File: config.mk
export PLATFORM = sky130hd
export DESIGN_NAME = aes_inv_shift_rows_stream_flat
export DESIGN_NICKNAME = d
export VERILOG_FILES = /design/src/rtl/aes_pkg.sv /design/src/rtl/aes_inv_shift_rows_stream_if.sv /design/src/rtl/aes_shift_rows_perm.sv /design/src/rtl/aes_inv_shift_rows_stream.sv /design/src/flat_wrapper.sv
export SDC_FILE = /design/constraint.sdc
export NUM_CORES = 1
export LEC_CHECK = 0
export CAP_MARGIN = 30
export CORE_MARGIN = 5
export CORE_UTILIZATION = 63
export DETAILED_ROUTE_END_ITERATION = 10
export GPL_TIMING_DRIVEN = 0
export PLACE_DENSITY = 0.81
export SLEW_MARGIN = 20
export SYNTH_ARGS = -nofsm -noshare
export SYNTH_HDL_FRONTEND = slang
export SYNTH_SLANG_ARGS = --single-unit
File: constraint.sdc
create_clock -name clk -period 6.9 [get_ports clk]
set_clock_uncertainty 0.2 [all_clocks]
set_input_delay 1.035 -clock clk [delete_from_list [all_inputs] [get_ports clk]]
set_output_delay 1.035 -clock clk [all_outputs]
set_load 0.05 [all_outputs]
File: src/rtl/aes_pkg.sv
// rtl/aes_pkg.sv - shared AES byte/word/state types and column constants
package aes_pkg;

  localparam int NB              = 4;
  localparam int BEATS_PER_STATE = 4;

  typedef logic [7:0]   byte_t;
  typedef logic [31:0]  word_t;
  typedef logic [127:0] state_t;

  // State is column-major: column 0 in the top word, row 0 in the top byte of each column.
  function automatic byte_t state_byte(input state_t s, input int r, input int c);
    return s[127-8*(4*c+r) -: 8];
  endfunction

endpackage

File: src/rtl/aes_inv_shift_rows_stream_if.sv
// rtl/aes_inv_shift_rows_stream_if.sv - column-serial valid/ready stream with last marker
interface aes_inv_shift_rows_stream_if;
  import aes_pkg::*;

  logic  valid;
  logic  ready;
  word_t col;
  logic  last;

  modport master (output valid, output col, output last, input ready);
  modport slave  (input valid, input col, input last, output ready);

endinterface

File: src/rtl/aes_shift_rows_perm.sv
// rtl/aes_shift_rows_perm.sv - combinational (Inv)ShiftRows byte permutation of a full state
module aes_shift_rows_perm
  import aes_pkg::*;
#(
  parameter bit INVERSE = 1'b1
) (
  input  state_t din,
  output state_t dout
);

  // Pure wiring: each output byte picks a fixed source column in the same row.
  for (genvar c = 0; c < NB; c++) begin : g_col
    for (genvar r = 0; r < 4; r++) begin : g_row
      localparam int SRC = INVERSE ? (c + NB - r) % NB : (c + r) % NB;
      assign dout[127-8*(4*c+r) -: 8] = state_byte(din, r, SRC);
    end
  end

endmodule

File: src/rtl/aes_inv_shift_rows_stream.sv
// rtl/aes_inv_shift_rows_stream.sv - ping-pong buffered column-serial InvShiftRows stage
module aes_inv_shift_rows_stream
  import aes_pkg::*;
#(
  parameter bit INVERSE = 1'b1
) (
  input  logic                                clk,
  input  logic                                rst,
  aes_inv_shift_rows_stream_if.slave          up,
  aes_inv_shift_rows_stream_if.master         dn,
  output logic                                busy
);

  localparam logic [1:0] LAST_BEAT = 2'(BEATS_PER_STATE - 1);

  word_t      bank [2][NB];
  logic [1:0] full, full_nxt;
  logic       wr_sel, rd_sel;
  logic [1:0] wr_beat, rd_beat;

  logic       in_ready, out_valid, in_fire, out_fire;
  state_t     rd_state, perm_state;
  word_t      sel_col;
  logic       unused_last;

  assign unused_last = up.last;

  // in_ready depends only on registered state; held high while in reset.
  assign in_ready  = rst | ~full[wr_sel];
  assign out_valid = ~rst & full[rd_sel];
  assign in_fire   = up.valid & in_ready;
  assign out_fire  = out_valid & dn.ready;

  assign up.ready  = in_ready;
  assign dn.valid  = out_valid;
  assign dn.col    = out_valid ? sel_col : '0;
  assign dn.last   = out_valid & (rd_beat == LAST_BEAT);
  assign busy      = (|full) | (wr_beat != 2'd0);

  always_ff @(posedge clk) begin
    if (in_fire) begin
      bank[wr_sel][wr_beat] <= up.col;
    end
  end

  // A bank being written is never full, and only full banks are read, so both edits hit different bits.
  always_comb begin
    full_nxt = full;
    if (in_fire && (wr_beat == LAST_BEAT)) begin
      full_nxt[wr_sel] = 1'b1;
    end
    if (out_fire && (rd_beat == LAST_BEAT)) begin
      full_nxt[rd_sel] = 1'b0;
    end
  end

  always_ff @(posedge clk) begin
    if (rst) begin
      full    <= 2'b00;
      wr_sel  <= 1'b0;
      rd_sel  <= 1'b0;
      wr_beat <= 2'd0;
      rd_beat <= 2'd0;
    end else begin
      full <= full_nxt;
      if (in_fire) begin
        wr_beat <= wr_beat + 2'd1;
        if (wr_beat == LAST_BEAT) begin
          wr_sel <= ~wr_sel;
        end
      end
      if (out_fire) begin
        rd_beat <= rd_beat + 2'd1;
        if (rd_beat == LAST_BEAT) begin
          rd_sel <= ~rd_sel;
        end
      end
    end
  end

  assign rd_state = {bank[rd_sel][0], bank[rd_sel][1], bank[rd_sel][2], bank[rd_sel][3]};

  aes_shift_rows_perm #(
    .INVERSE (INVERSE)
  ) u_perm (
    .din  (rd_state),
    .dout (perm_state)
  );

  always_comb begin
    sel_col = '0;
    case (rd_beat)
      2'd0:    sel_col = perm_state[127:96];
      2'd1:    sel_col = perm_state[95:64];
      2'd2:    sel_col = perm_state[63:32];
      default: sel_col = perm_state[31:0];
    endcase
  end

endmodule

File: src/flat_wrapper.sv
// flat-port wrapper written by rule: the top's interface ports become plain ports
module aes_inv_shift_rows_stream_flat import aes_pkg::*;
#(
  parameter bit INVERSE = 1'b1
)
  (clk, rst, busy, up_valid, up_col, up_last, up_ready, dn_valid, dn_col, dn_last, dn_ready);
  aes_inv_shift_rows_stream_if up_i ();
  aes_inv_shift_rows_stream_if dn_i ();
  input  logic clk;
  input  logic rst;
  output logic busy;
  input wire logic [$bits(up_i.valid)-1:0] up_valid;
  input wire logic [$bits(up_i.col)-1:0] up_col;
  input wire logic [$bits(up_i.last)-1:0] up_last;
  output wire logic [$bits(up_i.ready)-1:0] up_ready;
  output wire logic [$bits(dn_i.valid)-1:0] dn_valid;
  output wire logic [$bits(dn_i.col)-1:0] dn_col;
  output wire logic [$bits(dn_i.last)-1:0] dn_last;
  input wire logic [$bits(dn_i.ready)-1:0] dn_ready;
  assign up_i.valid = up_valid;
  assign up_i.col = up_col;
  assign up_i.last = up_last;
  assign up_ready = up_i.ready;
  assign dn_valid = dn_i.valid;
  assign dn_col = dn_i.col;
  assign dn_last = dn_i.last;
  assign dn_i.ready = dn_ready;
  aes_inv_shift_rows_stream #(.INVERSE(INVERSE)) u_core (.clk(clk), .rst(rst), .up(up_i), .dn(dn_i), .busy(busy));
endmodule
==> reports/qor.txt <==
Hold Buf Count CTS: 0
Core Region: 16500 um^2
num rows: 47
flops & latches, synth: 265
Initial Utilization: 63.9%
async set-or-reset flop fraction in the synthesized netlist: 0%
max frequency: 212 MHz
final setup fails: 0
largest net degree at the start of global routing: 25
critical path arrival: 3.47 ns
Synth Area in Compound Gates: 16.5%
maximum net fanout on the critical path: 10
Iter 0 DRT Violations: 639
largest family of logic cells by synthesized area: compound AO/OA/AOI/OAI gates
Tmin final: 4.71 ns
routed length per placed instance: 25.6 um
CTS Sinks: 265
CTS tree: yes
critical path launch point type: primary input
CTS Buffer Depth: 3
Max-Slew Margin vs Limit: 38.6%
drt pass-1 iters: 5
Crit Path Category: in -> out
unrepaired setup endpoints after global routing: no
total power divided by cell area: 264 nW/um^2
Post-synth EDFFs: 256
Port Buffers: 71
Die Y: 140 um
Min-Delay Path Class: reg -> reg
H-tree depth: 1
Area Overhead vs Synth: 19.5%
Slew @ Worst Pin: 0.921 ns
clk root buf: clkbuf_16
post-CTS setup buffer count: 0
drc violations: 0
routed vias: 5857
maximum VDD drop: 231 uV
Mapped Nets: 609
Warnings, synthesis: 0
Synth Instances: 563
Worst EP required: 5.66 ns
sequential share of the synthesized area: 74.5%
final RePlAce weighted congestion: 0.830
synth unique cells: 38
post-synthesis adder-cell area fraction: 1.07%
Avg Cell Area, Syn: 18.8 um^2
Slew Limit Fails: 0
# diodes: 0
Routed Antenna Nets: 0
Synth Area in XOR/XNOR: 0%
total wire length: 23.2 mm
Post-synth top flop: edfxtp_1
final hold vios: 0
Fill cells: 901
Synth Area in Simple Gates: 1.73%
post-CTS sizing: 0
status: completed
MaxCap Viol Count: 0
clk_lat worst skew: 0.51 ns
grt total ovfl: 0
Total Neg Setup Slack: 0 ns
first-pass GRT wire length: 35.1 mm
endpoint class of the critical path: output port
Pwr Total: 3330 uW
LEAKAGE: 0.00392 uW
Num CTS Buffers: 25
final worst path period share: 68.3%
proportion of layout cells with a drive suffix above 1: 22.0%
initial antenna violation count: 0
DP HPWL: 13.9 mm
Final #Nets: 715
vias in the first global route: 6045
die width: 140 um
Die Area: 19500 um^2
cell area after synthesis: 10600 um^2
Via density: 6.46
post-synthesis mux area share: 3.27%
Clock transition at path regs: 0.06 ns
gr usage total: 23.6%
Ports: 73
## metrics by stage
stage / hold slack (ns) / setup WS, ns / instance area, um^2 / std cells / utilization, %
2_1_floorplan: 0.287 / 2.69 / 10600 / 563 / -
3_3_place_gp: 0.299 / 1.80 / 11600 / 854 / 69.9
3_5_place_dp: 0.318 / 2.22 / 11800 / 862 / 71.4
4_1_cts: 0.327 / 2.22 / 12600 / 906 / 76.4
5_1_grt: 0.354 / 2.11 / 12600 / 906 / 76.4
6_report: 0.332 / 2.19 / 12600 / 906 / 76.4
## final timing paths
check | from | end | slack [ns] | depth (start not counted)
worst max-delay path | rst | dn_col[30] | 2.19 | 5
worst min-delay path | u_core.rd_sel | u_core.rd_sel | 0.33 | 2
worst max register to register | u_core.wr_sel | u_core.bank[1][59] | 4.65 | 3
worst min register to register | u_core.rd_sel | u_core.rd_sel | 0.33 | 2
## report_power, final
group	switching (uW)	internal (uW)
clock	557	846
sequential	10.8	1800
combinational	72.8	43.9
## critical path, cell delays in order
cell             delay, ns
clkdlybuf4s50_1       0.51
nand2b_2              0.35
buf_2                 0.29
a2111oi_2             0.38
clkdlybuf4s50_1       0.90
## cell usage in the layout, fill, tap and decap left out, types with 2 or more instances in the layout
master and count:
and2_2 4, a21oi_1 4, a211oi_2 30, buf_4 5
a2111oi_1 2, buf_6 3, nor2_1 4, clkbuf_4 3
dfxtp_1 9, buf_12 5, buf_2 20, clkbuf_16 25
o21ai_1 2, a22o_1 64, edfxtp_1 256, buf_16 6
bufinv_16 5, and2_1 2, nand3_1 4, nand4b_1 2
clkdlybuf4s50_1 71, inv_1 11, or3_1 2, a2111oi_2 30
clkbuf_1 7, nor2_4 4, mux2i_1 33, o31ai_1 2
nand2b_1 3, clkinv_2 5, a211oi_1 34, ha_1 9
clkinv_1 6
## state kept, by name (all words and copies together) (netlist names), named ones only
signal,count
u_core.bank,256
u_core.full,2
u_core.rd_beat,2
u_core.wr_beat,2
u_core.rd_sel,1
u_core.wr_sel,1
## per-layer routing
layer  up-vias  GRT usage, %  wire length [um]
met5         -             0                 0
met4         0          8.19               594
met3        50          3.84              1660
met2       292          40.4             11800
met1      2949          31.0              9080
li1       2566             -                 -
## cell usage after synthesis, types with 4 or more instances
library cell  number  share of area, %
a2111oi_2         30               4.3
a211oi_1          34               2.4
a211oi_2          30               3.6
a21oi_1            4              0.19
a22o_1            64               5.3
and2_1             6              0.36
buf_2             20              0.95
buf_4              5              0.36
clkbuf_1           5              0.18
dfxtp_1            9               1.7
edfxtp_1         256                73
ha_1               9               1.1
inv_1             11              0.39
mux2i_1           33               3.1
nand3_1            4              0.19
nor2_1             8              0.28
## logic make-up after synthesis
| family | after synthesis |
|---|---|
| flip-flops | 265 |
| adder cells (fa/ha/maj) | 9 |
| buffers and inverters | 51 |
| AO/OA/AOI/OAI | 172 |
| multiplexers | 34 |
| AND/OR/NAND/NOR | 32 |
## final cells by class
class	instances	area, um^2	share of cell area, %
plain buffers	39	273	2.16
clock buffers	27	633	5.01
clock inverters	17	205	1.62
inverters	12	45.0	0.357
multi-input cells	247	2410	19.1
flip-flops and latches	265	7870	62.3
well taps	220	275	2.18
repair buffers	79	916	7.25
No activity file was read; power rests on OpenSTA's default activity.
